$ cat config.mk
export PLATFORM = sky130hd
export DESIGN_NAME = mmr_vector_voter_monitor_flat
export DESIGN_NICKNAME = d
export VERILOG_FILES = /design/src/rtl/mmr_vector_voter_monitor_if.sv /design/src/rtl/mmr_vector_voter_monitor.sv /design/src/flat_wrapper.sv
export SDC_FILE = /design/constraint.sdc
export NUM_CORES = 1
export LEC_CHECK = 0
export BUFFER_PORTS_ARGS = -buffer_cell sky130_fd_sc_hd__clkbuf_2
export CAP_MARGIN = 20
export CORE_ASPECT_RATIO = 1.75
export CORE_MARGIN = 2
export CORE_UTILIZATION = 49
export CTS_CLUSTER_SIZE = 14
export DETAILED_ROUTE_END_ITERATION = 10
export HOLD_SLACK_MARGIN = 0.1
export PLACE_DENSITY_LB_ADDON = 0.08
export SLEW_MARGIN = 20
export SYNTH_ARGS = -nofsm -noshare
export SYNTH_HDL_FRONTEND = slang
export SYNTH_SLANG_ARGS = --single-unit
$ cat constraint.sdc
create_clock -name clk -period 1.77 [get_ports clk]
set_input_delay 0.0885 -clock clk [delete_from_list [all_inputs] [get_ports clk]]
set_output_delay 0.0885 -clock clk [all_outputs]
set_load 0.01 [all_outputs]
$ cat src/rtl/mmr_vector_voter_monitor_if.sv
// Bus bundle of the K-modular vector voter: replica words, voted word,
// per-replica health statistics and the statistics-clear handshake.
interface mmr_vector_voter_monitor_if #(
  parameter int unsigned K_MMR     = 3,
  parameter int unsigned WIDTH     = 8,
  parameter int unsigned CNT_WIDTH = 8
);
  logic [K_MMR-1:0][WIDTH-1:0] input_i;
  logic [WIDTH-1:0]            output_o;
  logic                        mismatch_o;
  logic [K_MMR-1:0]            replica_err_o;
  logic [K_MMR-1:0]            sticky_err_o;
  logic [K_MMR-1:0]            persistent_o;
  logic [K_MMR*CNT_WIDTH-1:0]  err_cnt_o;
  logic                        clr_req_i;
  logic                        clr_ack_o;

  modport master (
    output input_i, clr_req_i,
    input  output_o, mismatch_o, replica_err_o, sticky_err_o,
           persistent_o, err_cnt_o, clr_ack_o
  );

  modport slave (
    input  input_i, clr_req_i,
    output output_o, mismatch_o, replica_err_o, sticky_err_o,
           persistent_o, err_cnt_o, clr_ack_o
  );
endinterface

$ cat src/rtl/mmr_vector_voter_monitor.sv
// Bitwise majority voter over K_MMR replicas with per-replica mismatch flags,
// saturating error counters, sticky/persistent fault flags and a req/ack clear.
module mmr_vector_voter_monitor #(
  parameter int unsigned K_MMR                 = 3,
  parameter int unsigned WIDTH                 = 8,
  parameter int unsigned MISMATCH_EN           = 1,
  parameter int unsigned G_MISMATCH_REGISTERED = 0,
  parameter int unsigned CNT_WIDTH             = 8,
  parameter int unsigned PERSIST_TH            = 4
) (
  input  logic                      clk,
  input  logic                      rst,
  mmr_vector_voter_monitor_if.slave bus
);
  localparam int unsigned VOTE_W = $clog2(K_MMR + 1);
  localparam int unsigned MAJ_TH = (K_MMR + 1) / 2;
  localparam int unsigned RUN_W  = 8;

  localparam logic [CNT_WIDTH-1:0] CNT_MAX  = '1;
  localparam logic [RUN_W-1:0]     RUN_TH   = RUN_W'(PERSIST_TH);
  localparam logic [RUN_W-1:0]     RUN_LAST = RUN_W'(PERSIST_TH - 1);

  localparam logic [1:0] IDLE     = 2'd0;
  localparam logic [1:0] ACK      = 2'd1;
  localparam logic [1:0] WAIT_LOW = 2'd2;

  if (!(K_MMR == 3 || K_MMR == 5)) begin : g_bad_k
    $error("mmr_vector_voter_monitor: K_MMR must be 3 or 5");
  end
  if (PERSIST_TH == 0 || PERSIST_TH > 255) begin : g_bad_th
    $error("mmr_vector_voter_monitor: PERSIST_TH must be in 1..255");
  end

  logic [WIDTH-1:0]                vote_c;
  logic [VOTE_W-1:0]               ones_c;
  logic [K_MMR-1:0]                err_c;
  logic [K_MMR-1:0]                rep_err;
  logic                            mis;
  logic [1:0]                      state;
  logic [1:0]                      state_nxt;
  logic                            clear_c;
  logic                            ack_q;
  logic [K_MMR-1:0][CNT_WIDTH-1:0] cnt_q;
  logic [K_MMR-1:0][RUN_W-1:0]     run_q;
  logic [K_MMR-1:0]                sticky_q;
  logic [K_MMR-1:0]                pers_q;

  // Per-bit population count against the majority threshold.
  always_comb begin
    vote_c = '0;
    ones_c = '0;
    for (int b = 0; b < WIDTH; b++) begin
      ones_c = '0;
      for (int r = 0; r < K_MMR; r++) begin
        ones_c = ones_c + VOTE_W'(bus.input_i[r][b]);
      end
      vote_c[b] = (ones_c >= VOTE_W'(MAJ_TH));
    end
  end

  always_comb begin
    err_c = '0;
    for (int r = 0; r < K_MMR; r++) begin
      err_c[r] = (bus.input_i[r] != vote_c);
    end
  end

  if (MISMATCH_EN == 0) begin : g_mis_off
    assign rep_err = '0;
    assign mis     = 1'b0;
  end else if (G_MISMATCH_REGISTERED == 0) begin : g_mis_comb
    assign rep_err = rst ? err_c : '0;
    assign mis     = rst & (|err_c);
  end else begin : g_mis_reg
    always_ff @(posedge clk) begin
      if (!rst) begin
        rep_err <= '0;
        mis     <= 1'b0;
      end else begin
        rep_err <= err_c;
        mis     <= |err_c;
      end
    end
  end

  // Clear handshake: one clear and one ack per rising request.
  always_comb begin
    state_nxt = state;
    clear_c   = 1'b0;
    case (state)
      IDLE: begin
        if (bus.clr_req_i) begin
          state_nxt = ACK;
          clear_c   = 1'b1;
        end
      end
      ACK:      state_nxt = WAIT_LOW;
      WAIT_LOW: if (!bus.clr_req_i) state_nxt = IDLE;
      default:  state_nxt = IDLE;
    endcase
  end

  always_ff @(posedge clk) begin
    if (!rst) begin
      state <= IDLE;
      ack_q <= 1'b0;
    end else begin
      state <= state_nxt;
      ack_q <= (state_nxt == ACK);
    end
  end

  // A clear on the same edge as an error wins; that error is dropped.
  always_ff @(posedge clk) begin
    if (!rst || clear_c) begin
      cnt_q    <= '0;
      run_q    <= '0;
      sticky_q <= '0;
      pers_q   <= '0;
    end else begin
      for (int r = 0; r < K_MMR; r++) begin
        if (err_c[r]) begin
          if (cnt_q[r] != CNT_MAX) cnt_q[r] <= cnt_q[r] + CNT_WIDTH'(1);
          if (run_q[r] != RUN_TH) run_q[r] <= run_q[r] + RUN_W'(1);
          if (run_q[r] == RUN_LAST) pers_q[r] <= 1'b1;
          sticky_q[r] <= 1'b1;
        end else begin
          run_q[r] <= '0;
        end
      end
    end
  end

  assign bus.output_o      = vote_c;
  assign bus.replica_err_o = rep_err;
  assign bus.mismatch_o    = mis;
  assign bus.sticky_err_o  = sticky_q;
  assign bus.persistent_o  = pers_q;
  assign bus.err_cnt_o     = cnt_q;
  assign bus.clr_ack_o     = ack_q;
endmodule

$ cat src/flat_wrapper.sv
// flat-port wrapper written by rule: the top's interface ports become plain ports
module mmr_vector_voter_monitor_flat 
#(
  parameter int unsigned K_MMR                 = 3,
  parameter int unsigned WIDTH                 = 8,
  parameter int unsigned MISMATCH_EN           = 1,
  parameter int unsigned G_MISMATCH_REGISTERED = 0,
  parameter int unsigned CNT_WIDTH             = 8,
  parameter int unsigned PERSIST_TH            = 4
)
  (clk, rst, bus_input_i, bus_clr_req_i, bus_output_o, bus_mismatch_o, bus_replica_err_o, bus_sticky_err_o, bus_persistent_o, bus_err_cnt_o, bus_clr_ack_o);
  mmr_vector_voter_monitor_if #(.K_MMR(K_MMR), .WIDTH(WIDTH), .CNT_WIDTH(CNT_WIDTH)) bus_i ();
  input  logic clk;
  input  logic rst;
  input wire logic [$bits(bus_i.input_i)-1:0] bus_input_i;
  input wire logic [$bits(bus_i.clr_req_i)-1:0] bus_clr_req_i;
  output wire logic [$bits(bus_i.output_o)-1:0] bus_output_o;
  output wire logic [$bits(bus_i.mismatch_o)-1:0] bus_mismatch_o;
  output wire logic [$bits(bus_i.replica_err_o)-1:0] bus_replica_err_o;
  output wire logic [$bits(bus_i.sticky_err_o)-1:0] bus_sticky_err_o;
  output wire logic [$bits(bus_i.persistent_o)-1:0] bus_persistent_o;
  output wire logic [$bits(bus_i.err_cnt_o)-1:0] bus_err_cnt_o;
  output wire logic [$bits(bus_i.clr_ack_o)-1:0] bus_clr_ack_o;
  assign bus_i.input_i = bus_input_i;
  assign bus_i.clr_req_i = bus_clr_req_i;
  assign bus_output_o = bus_i.output_o;
  assign bus_mismatch_o = bus_i.mismatch_o;
  assign bus_replica_err_o = bus_i.replica_err_o;
  assign bus_sticky_err_o = bus_i.sticky_err_o;
  assign bus_persistent_o = bus_i.persistent_o;
  assign bus_err_cnt_o = bus_i.err_cnt_o;
  assign bus_clr_ack_o = bus_i.clr_ack_o;
  mmr_vector_voter_monitor #(.K_MMR(K_MMR), .WIDTH(WIDTH), .MISMATCH_EN(MISMATCH_EN), .G_MISMATCH_REGISTERED(G_MISMATCH_REGISTERED), .CNT_WIDTH(CNT_WIDTH), .PERSIST_TH(PERSIST_TH)) u_core (.clk(clk), .rst(rst), .bus(bus_i));
endmodule
==> impl_metrics.prom, run 1 <==
# TYPE chip_impl_metric gauge
chip_impl_metric{name="filler_cell_count",unit=""} 479
chip_impl_info{name="timing.critical_path.mode_cell",value="sky130_fd_sc_hd__buf_4"} 1
chip_impl_metric{name="synthDistinctLibCells",unit=""} 50
chip_impl_info{name="outcome",value="finished, violations left"} 1
chip_impl_metric{name="syn-mean-instance-area",unit="µm²"} 8.365
chip_impl_metric{name="pre_cts_ws",unit="ns"} -0.2725
chip_impl_info{name="crit_chain",value="clkbuf_2 > ha_4 > a21oi_4 > buf_4 > xnor2_1 > nor4_2 > buf_4 > nand2_2 > o31a_1 > buf_2"} 1
chip_impl_metric{name="hold_violations",unit=""} 0
chip_impl_metric{name="core_area",unit="µm²"} 6181
chip_impl_metric{name="detail_route.iter0.violations",unit=""} 107
chip_impl_metric{name="max_slew.worst_pin.slew",unit="ns"} 0.4282
chip_impl_info{name="tritoncts",value="yes"} 1
chip_impl_metric{name="power-per-cell-area",unit="nW/µm²"} 756.6
chip_impl_metric{name="path_max_fanout",unit=""} 3
chip_impl_metric{name="post-route-cell-area",unit="µm²"} 4577
chip_impl_info{name="synth.largest_area_cell",value="sky130_fd_sc_hd__dfxtp_1"} 1
chip_impl_info{name="rsz0062_at_grt",value="yes"} 1
chip_impl_metric{name="antenna_diode_count",unit=""} 0
chip_impl_metric{name="cts.sink_count",unit=""} 57
chip_impl_metric{name="drt_first_pass_iters",unit=""} 4
chip_impl_metric{name="post-route-min-period",unit="ns"} 1.839
chip_impl_metric{name="synthArstFlopShare",unit="%"} 0
chip_impl_metric{name="core.rowCount",unit=""} 38
chip_impl_metric{name="die_area",unit="µm²"} 7082
chip_impl_metric{name="largest_stage_delay_worst_path",unit="ns"} 0.29
chip_impl_metric{name="grt_start_max_net_pins",unit=""} 17
chip_impl_metric{name="setup-tns-final",unit="ns"} -0.07389
chip_impl_metric{name="synth_edf_count",unit=""} 0
chip_impl_metric{name="vias_per_cell",unit=""} 5.285
chip_impl_metric{name="worst-endpoint-arrival",unit="ns"} 1.75
chip_impl_metric{name="hpwl",unit="µm"} 5735
chip_impl_info{name="crit_slowest_cell",value="sky130_fd_sc_hd__ha_4"} 1
chip_impl_metric{name="yosysWarningCount",unit=""} 0
chip_impl_metric{name="gate_count_of_the_mapped_netlist",unit=""} 375
chip_impl_info{name="synth_top_flop_cell",value="sky130_fd_sc_hd__dfxtp_1"} 1
chip_impl_metric{name="area_delta_synth_final",unit="%"} 45.91
chip_impl_info{name="post-synth-top-count-cell",value="sky130_fd_sc_hd__dfxtp_1"} 1
chip_impl_metric{name="worst-endpoint-required",unit="ns"} 1.68
chip_impl_metric{name="drc",unit=""} 0
chip_impl_metric{name="slew-limit-headroom",unit="%"} 71.45
chip_impl_metric{name="final_max_slew_viol_count",unit=""} 0
chip_impl_metric{name="cts.htree.levels",unit=""} 3
chip_impl_info{name="worst_hold_path_type",value="reg -> reg"} 1
chip_impl_metric{name="total_routing_resource_utilization_after_global_routing",unit="%"} 23.58
chip_impl_metric{name="detail_route.wirelength",unit="µm"} 8499
chip_impl_metric{name="drive_gt1_share",unit="%"} 35.99
chip_impl_metric{name="worstSkewPairLatency",unit="ns"} 0.33
chip_impl_metric{name="syn_area",unit="µm²"} 3137
chip_impl_metric{name="num_vias",unit=""} 3139
chip_impl_info{name="ctsRootBufferMaster",value="sky130_fd_sc_hd__clkbuf_8"} 1
chip_impl_metric{name="port_buffers",unit=""} 69
chip_impl_metric{name="yosysTopAreaCellShare",unit="%"} 36.38
chip_impl_metric{name="max_freq",unit="MHz"} 543.9
chip_impl_metric{name="ant_nets",unit=""} 0
chip_impl_metric{name="p_leak",unit="nW"} 2.034
chip_impl_metric{name="grt_pass1_vias",unit=""} 2973
chip_impl_metric{name="grt.overflow.total",unit=""} 0
chip_impl_metric{name="grt_first_pass_wirelength",unit="µm"} 13000
chip_impl_metric{name="final_nets",unit=""} 553
chip_impl_metric{name="clk_path_buf_depth",unit=""} 2
chip_impl_metric{name="final_critical_path_setup_slack",unit="ns"} -0.06864
chip_impl_info{name="synth.top_cells.by_area",value="sky130_fd_sc_hd__dfxtp_1 (36%), sky130_fd_sc_hd__ha_1 (6.8%), sky130_fd_sc_hd__xnor2_1 (6.7%)"} 1
chip_impl_metric{name="ioPinCount",unit=""} 70
chip_impl_info{name="critical_path.startpoint_type",value="input pin"} 1
chip_impl_metric{name="synth_nets",unit=""} 419
chip_impl_metric{name="critical_path_buf_inv_count",unit=""} 4
chip_impl_info{name="worstSetupPathType",value="in -> out"} 1
chip_impl_metric{name="initial_utilization",unit="%"} 50.75
chip_impl_metric{name="setup_violations",unit=""} 2
chip_impl_metric{name="avgRoutedWirePerCell",unit="µm"} 14.31
chip_impl_metric{name="irDropWorstVdd",unit="mV"} 0.7778
chip_impl_metric{name="die_width",unit="µm"} 64.48
chip_impl_metric{name="place_congestion",unit=""} 0.8391
chip_impl_metric{name="postPlaceCellArea",unit="µm²"} 3880
chip_impl_metric{name="maxCapViolCount",unit=""} 0
chip_impl_metric{name="timing.final.crit_share",unit="%"} 103.9
chip_impl_metric{name="yosysSeqAreaShare",unit="%"} 36.38
chip_impl_info{name="crit_path_end_kind",value="primary output"} 1
chip_impl_info{name="path_delay_family",value="buffers and inverters"} 1
chip_impl_metric{name="grt_antenna_before_repair",unit=""} 0
chip_impl_info{name="yosys-top-cells-count",value="sky130_fd_sc_hd__dfxtp_1 (57), sky130_fd_sc_hd__nor2_1 (45), sky130_fd_sc_hd__nand2_1 (31), sky130_fd_sc_hd__nand3_1 (31), sky130_fd_sc_hd__inv_1 (26)"} 1
chip_impl_metric{name="synth-seq-cells",unit=""} 57
chip_impl_metric{name="numCtsBuffers",unit=""} 9
chip_impl_info{name="violations",value="setup timing"} 1
chip_impl_metric{name="clock_transition_at_the_register_clock_pins_on_the_worst_setup_and_hold_paths_after_cts",unit="ns"} 0.06
chip_impl_metric{name="floorplan.die.height",unit="µm"} 109.8
chip_impl_metric{name="skew",unit="ns"} 0.004956
==> placed cells by master (no fill, tap or decap), drive strengths merged, types with 15 or more instances in the layout <==
cell and instances:
clkbuf 78, buf 65, dfxtp 57, nor2 45, nand2 32, nand3 31
inv 26, a21oi 26, xnor2 24, ha 17, and3 16, xor2 15
==> worst register-to-register path, cell delays in order (launching register included) <==
cell and delay [ns]:
sky130_fd_sc_hd__dfxtp_1 0.32, sky130_fd_sc_hd__and3_1 0.21, sky130_fd_sc_hd__and3_1 0.22, sky130_fd_sc_hd__and3_1 0.23, sky130_fd_sc_hd__a21oi_2 0.26, sky130_fd_sc_hd__a21oi_1 0.11, sky130_fd_sc_hd__a31o_2 0.22
==> layer usage <==
| layer | GRT usage (%) | vias to the layer above | wire, µm |
|---|---|---|---|
| met5 | 0 | - | 0 |
| met4 | 10.79 | 0 | 220 |
| met3 | 3.480 | 21 | 187 |
| met2 | 44.64 | 54 | 4699 |
| met1 | 25.35 | 1483 | 3392 |
| li1 | - | 1581 | - |
==> path summary, 6_finish.rpt <==
path	slack, ns	cells past startpoint	startpoint	to
setup reg to reg	0.10	6	u_core.bus.err_cnt_o[4]	u_core.bus.err_cnt_o[2]
setup / recovery	-0.07	10	bus_input_i[7]	bus_mismatch_o
hold reg to reg	0.44	2	u_core.bus.sticky_err_o[1]	u_core.bus.sticky_err_o[1]
hold / removal	0.44	2	u_core.bus.sticky_err_o[1]	u_core.bus.sticky_err_o[1]
==> repair_timing <==
item                                   CTS  global route
pin swaps                               14            22
resized for setup                       19            33
setup buffers                           13             5
setup endpoints to repair                5             7
endpoints found under the hold margin    2             0
hold buffers                             2             0
==> metrics by stage <==
| step | cells | total power, mW | hold slack [ns] | utilization [%] |
|---|---|---|---|---|
| 5_1_grt | 594 | 3.610 | 0.4881 | 74.05 |
| 2_1_floorplan | 375 | 1.699 | 0.2102 | - |
| 4_1_cts | 590 | 3.401 | 0.4496 | 70.47 |
| 3_3_place_gp | 559 | 1.930 | 0.4321 | 62.77 |
| 6_report | 594 | 3.463 | 0.4445 | 74.05 |
| 3_5_place_dp | 559 | 1.940 | 0.4391 | 62.77 |
==> state kept, by name (all words and copies together) (netlist names) <==
register,cells
u_core.bus.err_cnt_o,24
u_core.bus.sticky_err_o,3
u_core.state,2
u_core.bus.persistent_o,3
u_core.bus.clr_ack_o,1
u_core.run_q,24
==> cell families after synthesis <==
family,count (synthesis),share of synthesized area (%)
fa+ha+maj,17,6.781
simple gates,165,27.13
xor+xnor,39,10.89
compound gates,59,13.20
flops,57,36.38
mux,4,1.276
buf+inv,34,4.347
==> power breakdown <==
part,internal (mW),leakage [nW],switching (mW)
clock,0.872,0.111,0.488
combinational,0.372,1.46,0.356
sequential,1.32,0.463,0.0501
total,2.57,2.03,0.895
==> layout make-up <==
cell class | count | area, µm² | share of cell area, %
Clock buffer | 14 | 162.7 | 3.554
Multi-Input combinational cell | 284 | 2155 | 47.07
Tap cell | 80 | 100.1 | 2.187
Timing Repair Buffer | 131 | 860.8 | 18.81
Inverter | 26 | 97.59 | 2.132
Sequential cell | 57 | 1141 | 24.93
Clock inverter | 2 | 60.06 | 1.312
No activity file was read; power rests on OpenSTA's default activity.
==> run 2, diff against run 1 <==
ABC_AREA = 1   (was not set)
CORE_UTILIZATION = 50   (was 49)
==> run 2 against run 1 <==
Compared with the run above:
- the run now ends clean
- worst setup slack improved by 0.23 ns
- clock power increased by 32%
- flip-flop and latch count did not move
- final cell count is 12% higher
- cell area is 8.1% lower
- first-iteration DRC count is 16% higher
- global-route usage fell by 2.0 points
- sequential power hardly changed
- synthesized area grew 7.2%
- largest power group is now clock
==> impl_metrics.prom, run 2 <==
# TYPE chip_impl_metric gauge
chip_impl_metric{name="grt_pass1_vias",unit=""} 3100
chip_impl_metric{name="cellInternalPower",unit="mW"} 2.784
chip_impl_metric{name="swShare",unit="%"} 23.81
chip_impl_metric{name="grt_antenna_before_repair",unit=""} 0
chip_impl_metric{name="yosysSeqAreaShare",unit="%"} 33.93
chip_impl_metric{name="ant_nets",unit=""} 0
chip_impl_metric{name="timing.final.crit_share",unit="%"} 91.11
chip_impl_metric{name="die_width",unit="µm"} 66.00
chip_impl_metric{name="post-route-cell-area",unit="µm²"} 4205
chip_impl_metric{name="drc",unit=""} 0
chip_impl_metric{name="synth_edf_count",unit=""} 0
chip_impl_metric{name="setup_violations",unit=""} 0
chip_impl_metric{name="min_delay_path_depth",unit=""} 7
chip_impl_metric{name="antenna_diode_count",unit=""} 0
chip_impl_info{name="timing.critical_path.mode_cell",value="sky130_fd_sc_hd__nand2_1"} 1
chip_impl_metric{name="floorplan.die.height",unit="µm"} 112.5
chip_impl_info{name="commonest_cells_after_routing_fill_and_taps_aside",value="sky130_fd_sc_hd__nand2_1 (113), sky130_fd_sc_hd__clkbuf_2 (69), sky130_fd_sc_hd__nor2_1 (63), sky130_fd_sc_hd__dfxtp_1 (57), sky130_fd_sc_hd__nand3_1 (50)"} 1
chip_impl_metric{name="netSwitchingPower",unit="µW"} 869.8
chip_impl_metric{name="drt_first_pass_iters",unit=""} 4
chip_impl_metric{name="total_routing_resource_utilization_after_global_routing",unit="%"} 21.56
chip_impl_metric{name="critical_path_buf_inv_count",unit=""} 2
chip_impl_metric{name="area_delta_synth_final",unit="%"} 25.04
chip_impl_metric{name="sequential_share_of_power",unit="%"} 37.5
chip_impl_info{name="ctsRootBufferMaster",value="sky130_fd_sc_hd__clkbuf_16"} 1
chip_impl_metric{name="core_area",unit="µm²"} 6539
chip_impl_metric{name="global_route.usage.met3",unit="%"} 4.208
chip_impl_info{name="worst_hold_path_type",value="in -> reg"} 1
chip_impl_metric{name="initial_utilization",unit="%"} 51.44
chip_impl_metric{name="comb_power_share",unit="%"} 13.1
chip_impl_metric{name="synthArstFlopShare",unit="%"} 0
chip_impl_metric{name="grt_first_pass_wirelength",unit="µm"} 12680
chip_impl_metric{name="final_critical_path_setup_slack",unit="ns"} 0.1573
chip_impl_metric{name="r2r_cells",unit=""} 7
chip_impl_metric{name="final_max_slew_viol_count",unit=""} 0
chip_impl_metric{name="largest_stage_delay_worst_path",unit="ns"} 0.28
chip_impl_metric{name="clock_transition_at_the_register_clock_pins_on_the_worst_setup_and_hold_paths_after_cts",unit="ns"} 0.05
chip_impl_info{name="path_delay_family",value="simple AND/OR/NAND/NOR gates"} 1
chip_impl_metric{name="grt.overflow.total",unit=""} 0
chip_impl_metric{name="clk_path_buf_depth",unit=""} 2
chip_impl_info{name="rsz0062_at_grt",value="yes"} 1
chip_impl_metric{name="clockPowerShare",unit="%"} 49.4
chip_impl_metric{name="ioPinCount",unit=""} 70
chip_impl_metric{name="die_area",unit="µm²"} 7424
chip_impl_metric{name="pre_cts_ws",unit="ns"} 0.03556
chip_impl_metric{name="syn-mean-instance-area",unit="µm²"} 6.781
chip_impl_metric{name="max_slew.worst_pin.slew",unit="ns"} 0.3117
chip_impl_info{name="crit_slowest_cell",value="sky130_fd_sc_hd__ha_1"} 1
chip_impl_metric{name="maxCapViolCount",unit=""} 0
chip_impl_metric{name="yosysWarningCount",unit=""} 0
chip_impl_metric{name="synth-seq-cells",unit=""} 57
chip_impl_info{name="critical_path.startpoint_type",value="input pin"} 1
chip_impl_metric{name="path_max_fanout",unit=""} 17
chip_impl_metric{name="power-per-cell-area",unit="nW/µm²"} 868.8
chip_impl_metric{name="final_nets",unit=""} 625
chip_impl_info{name="crit_path_end_kind",value="primary output"} 1
chip_impl_metric{name="hpwl",unit="µm"} 5841
chip_impl_metric{name="synthDistinctLibCells",unit=""} 29
chip_impl_metric{name="synth_nets",unit=""} 540
chip_impl_info{name="synth.largest_area_cell",value="sky130_fd_sc_hd__dfxtp_1"} 1
chip_impl_metric{name="irDropWorstVdd",unit="mV"} 0.5105
chip_impl_metric{name="gate_count_of_the_mapped_netlist",unit=""} 496
chip_impl_metric{name="slew-limit-headroom",unit="%"} 79.06
chip_impl_metric{name="power.total",unit="mW"} 3.654
chip_impl_metric{name="detail_route.wirelength",unit="µm"} 7545
chip_impl_metric{name="skew",unit="ns"} 0.007267
chip_impl_metric{name="groute.layer.met2.usage",unit="%"} 41.68
chip_impl_info{name="worstSetupPathType",value="in -> out"} 1
chip_impl_metric{name="detail_route.iter0.violations",unit=""} 124
chip_impl_metric{name="vias_per_cell",unit=""} 5.042
chip_impl_metric{name="num_vias",unit=""} 3363
chip_impl_metric{name="cts.htree.levels",unit=""} 3
chip_impl_metric{name="worst-endpoint-arrival",unit="ns"} 1.52
chip_impl_info{name="mostFrequentLayoutCell",value="sky130_fd_sc_hd__nand2_1"} 1
chip_impl_metric{name="max_freq",unit="MHz"} 620.1
chip_impl_metric{name="worst-endpoint-required",unit="ns"} 1.68
chip_impl_metric{name="place_congestion",unit=""} 0.7812
chip_impl_info{name="top_usage_layer",value="met2"} 1
chip_impl_metric{name="cts.sink_count",unit=""} 57
chip_impl_info{name="synth.top_cells.by_area",value="sky130_fd_sc_hd__dfxtp_1 (34%), sky130_fd_sc_hd__nand2_1 (13%), sky130_fd_sc_hd__nand3_1 (7.4%)"} 1
chip_impl_metric{name="grt.met1_usage",unit="%"} 21.68
chip_impl_info{name="yosys-top-cells-count",value="sky130_fd_sc_hd__nand2_1 (113), sky130_fd_sc_hd__nor2_1 (66), sky130_fd_sc_hd__dfxtp_1 (57)"} 1
chip_impl_metric{name="critical_path_cell_count",unit=""} 12
chip_impl_metric{name="numCtsBuffers",unit=""} 9
chip_impl_metric{name="core.rowCount",unit=""} 39
chip_impl_metric{name="finalCoreUtilization",unit="%"} 64.31
chip_impl_metric{name="port_buffers",unit=""} 69
chip_impl_metric{name="hold_violations",unit=""} 0
chip_impl_info{name="post-synth-top-count-cell",value="sky130_fd_sc_hd__nand2_1"} 1
chip_impl_metric{name="p_leak",unit="nW"} 1.993
chip_impl_metric{name="drive_gt1_share",unit="%"} 21.88
chip_impl_metric{name="syn_area",unit="µm²"} 3363
chip_impl_metric{name="avgRoutedWirePerCell",unit="µm"} 11.31
chip_impl_info{name="synth_top_flop_cell",value="sky130_fd_sc_hd__dfxtp_1"} 1
chip_impl_metric{name="worstSkewPairLatency",unit="ns"} 0.32
chip_impl_metric{name="yosysTopAreaCellShare",unit="%"} 33.93
chip_impl_metric{name="grt_start_max_net_pins",unit=""} 20
chip_impl_metric{name="post-route-min-period",unit="ns"} 1.613
chip_impl_info{name="outcome",value="finished clean"} 1
chip_impl_info{name="tritoncts",value="yes"} 1
chip_impl_info{name="crit_chain",value="clkbuf_2 > ha_1 > nand2_1 > nand2_1 > nand2_1 > nand2_1 > nand2_1 > nor2_2 > nand2_4 > nand2_1 > nand3_1 > clkbuf_2"} 1
chip_impl_metric{name="postPlaceCellArea",unit="µm²"} 3794
run 2: layout make-up:
cell class	count	area [µm²]
fill	635	2333
multi-input combinational	372	1978
sequential	57	1141
timing repair buffer	82	450.4
clock buffer	12	246.5
inverter	59	221.5
tap	82	102.6
clock inverter	3	65.06
run 2: logic make-up after synthesis:
logic type,synth area share [%]
fa+ha+maj,6.324
flops,33.93
compound gates,7.292
xor+xnor,3.646
buf+inv,8.222
simple gates,40.59
run 2: layer usage:
layer,part of all wire [%],up-vias
met2,55,62
met3,3.8,10
li1,-,1786
met5,0,-
met1,40,1505
met4,1.7,0
run 2: through the flow:
stage / hold slack [ns] / std cells / setup TNS [ns]
detailed placement: 0.3720 / 644 / 0
floorplan: 0.2358 / 496 / 0
CTS: 0.4526 / 662 / 0
finish: 0.4247 / 667 / 0
global placement: 0.3485 / 644 / 0
global route: 0.4670 / 667 / -0.01061
run 2: power by group through the flow:
stage | registers (mW) | clock network, mW | logic (mW)
after global routing | 1.37 | 1.89 | 0.550
after floorplan | 1.40 | 0 | 0.296
after CTS | 1.37 | 1.83 | 0.480
after detailed placement | 1.40 | 0 | 0.471
after global placement | 1.39 | 0 | 0.455
final | 1.37 | 1.80 | 0.480
run 2: tightest hold or removal path, cell delays in order:
cell                       delay, ns
sky130_fd_sc_hd__clkbuf_2       0.11
sky130_fd_sc_hd__o21ai_0        0.09
sky130_fd_sc_hd__nand2_1        0.07
sky130_fd_sc_hd__nor2_2         0.05
sky130_fd_sc_hd__nand2_4        0.14
sky130_fd_sc_hd__a21oi_1        0.08
sky130_fd_sc_hd__nor2_1         0.08
run 2: final timing paths:
check / from / endpoint / slack, ns
setup / recovery: bus_input_i[17] / bus_mismatch_o / 0.16
hold / removal: bus_input_i[13] / u_core.bus.err_cnt_o[8] / 0.42
setup reg to reg: u_core.bus.err_cnt_o[16] / u_core.bus.err_cnt_o[23] / 0.17
hold reg to reg: u_core.bus.sticky_err_o[2] / u_core.bus.sticky_err_o[2] / 0.45
run 2: what timing repair did:
item                                    4_1_cts  5_1_grt
setup buffers                                 0        5
gates resized for setup                       0        7
hold endpoints to repair                      3        0
hold buffers                                  3        0
endpoints found under the setup margin        0       11
==> run 3, diff against run 2 <==
CORE_MARGIN = 1.5   (was 2)
==> run 3 against run 2 <==
Compared with the run above:
- power down 0.15%
- sequential share of layout area up 0.17 points
- non-clock buffer count down 3
- routed wire length up 0.29%
- critical path depth down 2
- utilization down 0.40 points
- first-iteration DRC count up 44%
- sequential power about the same
- register-to-register slack about the same
- combinational power down 2%
- critical path type unchanged
- highest routed layer unchanged
==> impl_metrics.prom, run 3 (synthesis results as in run 2) <==
# TYPE chip_impl_metric gauge
chip_impl_metric{name="hpwl",unit="µm"} 5829
chip_impl_info{name="commonest_cells_after_routing_fill_and_taps_aside",value="sky130_fd_sc_hd__nand2_1 (113), sky130_fd_sc_hd__clkbuf_2 (69), sky130_fd_sc_hd__nor2_1 (64), sky130_fd_sc_hd__dfxtp_1 (57), sky130_fd_sc_hd__nand3_1 (50)"} 1
chip_impl_info{name="top_signal_layer_used",value="met4"} 1
chip_impl_info{name="critical_path.startpoint_type",value="input pin"} 1
chip_impl_info{name="worstSetupPathType",value="in -> out"} 1
chip_impl_metric{name="drt_first_pass_iters",unit=""} 4
chip_impl_metric{name="irDropWorstVdd",unit="mV"} 0.5832
chip_impl_metric{name="largest_stage_delay_worst_path",unit="ns"} 0.27
chip_impl_info{name="rsz0062_at_grt",value="no"} 1
chip_impl_metric{name="setup_violations",unit=""} 0
chip_impl_metric{name="setup-tns-final",unit="ns"} 0
chip_impl_metric{name="vias_per_cell",unit=""} 5.157
chip_impl_metric{name="path_max_fanout",unit=""} 19
chip_impl_metric{name="port_buffers",unit=""} 69
chip_impl_metric{name="grt_start_max_net_pins",unit=""} 20
chip_impl_metric{name="cellInternalPower",unit="mW"} 2.779
chip_impl_info{name="outcome",value="finished clean"} 1
chip_impl_info{name="crit_path_end_kind",value="primary output"} 1
chip_impl_metric{name="clockPowerShare",unit="%"} 49.5
chip_impl_info{name="ctsRootBufferMaster",value="sky130_fd_sc_hd__clkbuf_16"} 1
chip_impl_metric{name="worst-endpoint-required",unit="ns"} 1.68
chip_impl_metric{name="worstSkewPairLatency",unit="ns"} 0.32
chip_impl_metric{name="grt.overflow.total",unit=""} 0
chip_impl_metric{name="p_leak",unit="nW"} 1.980
chip_impl_metric{name="grt_first_pass_wirelength",unit="µm"} 13010
chip_impl_metric{name="grt_pass1_vias",unit=""} 3162
chip_impl_metric{name="initial_utilization",unit="%"} 51.44
chip_impl_metric{name="area_of_combinational_cells_with_multiple_inputs",unit="µm²"} 1974
chip_impl_metric{name="clk_path_buf_depth",unit=""} 2
chip_impl_metric{name="netSwitchingPower",unit="µW"} 869.7
chip_impl_metric{name="avgRoutedWirePerCell",unit="µm"} 11.40
chip_impl_metric{name="post-route-min-period",unit="ns"} 1.614
chip_impl_metric{name="drive_gt1_share",unit="%"} 21.31
chip_impl_metric{name="grt_antenna_before_repair",unit=""} 0
chip_impl_info{name="worst_hold_path_type",value="in -> reg"} 1
chip_impl_metric{name="drc",unit=""} 0
chip_impl_info{name="tritoncts",value="yes"} 1
chip_impl_metric{name="antenna_diode_count",unit=""} 0
chip_impl_metric{name="timing.final.crit_share",unit="%"} 91.19
chip_impl_metric{name="routed-wl-met3",unit="µm"} 293
chip_impl_metric{name="sequential_share_of_power",unit="%"} 37.6
chip_impl_metric{name="hold_violations",unit=""} 0
chip_impl_metric{name="wl_met1",unit="µm"} 2944
chip_impl_metric{name="detail_route.wirelength",unit="µm"} 7567
chip_impl_info{name="crit_chain",value="clkbuf_2 > ha_1 > nand2_1 > nand3_1 > o21ai_0 > nor3_4 > nand2_4 > nand2_1 > nand3_1 > clkbuf_2"} 1
chip_impl_metric{name="die_area",unit="µm²"} 7247
chip_impl_metric{name="seqCellArea",unit="µm²"} 1141
chip_impl_metric{name="final_nets",unit=""} 622
chip_impl_metric{name="ioPinCount",unit=""} 70
chip_impl_metric{name="max_freq",unit="MHz"} 619.6
chip_impl_metric{name="num_vias",unit=""} 3424
chip_impl_metric{name="floorplan.die.height",unit="µm"} 111.5
chip_impl_metric{name="swShare",unit="%"} 23.84
chip_impl_metric{name="area_delta_synth_final",unit="%"} 24.26
chip_impl_metric{name="detail_route.iter0.violations",unit=""} 178
chip_impl_metric{name="numCtsBuffers",unit=""} 9
chip_impl_metric{name="slew-limit-headroom",unit="%"} 76.85
chip_impl_info{name="crit_slowest_cell",value="sky130_fd_sc_hd__ha_1"} 1
chip_impl_metric{name="final_max_slew_viol_count",unit=""} 0
chip_impl_metric{name="comb_power_share",unit="%"} 12.8
chip_impl_metric{name="core.rowCount",unit=""} 39
chip_impl_metric{name="ant_nets",unit=""} 0
chip_impl_metric{name="finalCoreUtilization",unit="%"} 63.91
chip_impl_metric{name="max_slew.worst_pin.slew",unit="ns"} 0.3436
chip_impl_metric{name="total_routing_resource_utilization_after_global_routing",unit="%"} 22.27
chip_impl_metric{name="met2_length",unit="µm"} 4101
chip_impl_metric{name="filler_cell_count",unit=""} 630
chip_impl_metric{name="cts.sink_count",unit=""} 57
chip_impl_metric{name="place_congestion",unit=""} 0.7561
chip_impl_metric{name="core_area",unit="µm²"} 6539
chip_impl_metric{name="skew",unit="ns"} 0.008675
chip_impl_metric{name="clock_transition_at_the_register_clock_pins_on_the_worst_setup_and_hold_paths_after_cts",unit="ns"} 0.05
chip_impl_metric{name="power-per-cell-area",unit="nW/µm²"} 873.0
chip_impl_metric{name="die_width",unit="µm"} 65.00
chip_impl_metric{name="cts.htree.levels",unit=""} 3
chip_impl_metric{name="worst-endpoint-arrival",unit="ns"} 1.53
chip_impl_metric{name="maxCapViolCount",unit=""} 0
chip_impl_info{name="mostFrequentLayoutCell",value="sky130_fd_sc_hd__nand2_1"} 1
-- run 3: changes by cell type in the layout (fill, tap and decap cells not counted) --
cell	previous run	this run
sky130_fd_sc_hd__buf_4	10	7
sky130_fd_sc_hd__nand3_2	0	1
sky130_fd_sc_hd__nand3_4	2	1
sky130_fd_sc_hd__nor2_1	63	64
sky130_fd_sc_hd__nor2_2	5	4
sky130_fd_sc_hd__nor3_2	1	0
sky130_fd_sc_hd__nor3_4	0	1
-- run 3: cell type report --
| class | instances | share of cell area [%] |
|---|---|---|
| repair buffers | 79 | 10.24 |
| clock buffers | 12 | 5.898 |
| clock inverters | 3 | 1.557 |
| inverters | 59 | 5.299 |
| flip-flops and latches | 57 | 27.31 |
| well taps | 82 | 2.455 |
| multi-input cells | 372 | 47.25 |
-- run 3: routing by layer --
layer	GRT usage [%]	vias to the layer above
li1	-	1787
met1	23.03	1537
met2	41.17	85
met3	4.848	15
met4	10.35	0
met5	0	-
-- run 3: path summary, 6_finish.rpt --
| check | start | end | slack [ns] | cells after the start |
|---|---|---|---|---|
| setup / recovery | bus_input_i[4] | bus_mismatch_o | 0.16 | 10 |
| hold / removal | bus_input_i[20] | u_core.bus.err_cnt_o[16] | 0.36 | 8 |
| setup reg to reg | u_core.bus.err_cnt_o[16] | u_core.bus.err_cnt_o[19] | 0.18 | 7 |
| hold reg to reg | u_core.bus.sticky_err_o[2] | u_core.bus.sticky_err_o[2] | 0.45 | 2 |
-- run 3: critical path, delay by kind of cell --
kind / cells / cell delay [ns]
compound gates: 1 / 0.14
simple gates: 6 / 0.79
buf+inv: 2 / 0.23
fa+ha+maj: 1 / 0.27
-- run 3: what timing repair did --
item	CTS	global route
gates resized for setup	0	6
buffers inserted	0	3
endpoints found under the setup margin	0	12
hold buffers	3	0
hold endpoints to repair	3	0
-- run 3: power by group through the flow --
stage,Sequential [mW],Clock [mW],Combinational [mW]
2_1_floorplan,1.40,0,0.296
3_3_place_gp,1.40,0,0.447
3_5_place_dp,1.40,0,0.460
4_1_cts,1.37,1.84,0.470
5_1_grt,1.38,1.89,0.539
6_report,1.37,1.81,0.469
-- run 3: per-stage QoR --
stage	instance area [µm²]	setup slack [ns]	hold slack [ns]	power, mW	cells
global placement	3786	0.08343	0.3506	1.842	643
detailed placement	3786	0.02002	0.3645	1.858	643
global route	4179	0.006716	0.4386	3.811	664
floorplan	3363	0.2390	0.2358	1.696	496
finish	4179	0.1559	0.3643	3.648	664
CTS	4128	0.06593	0.4571	3.678	661
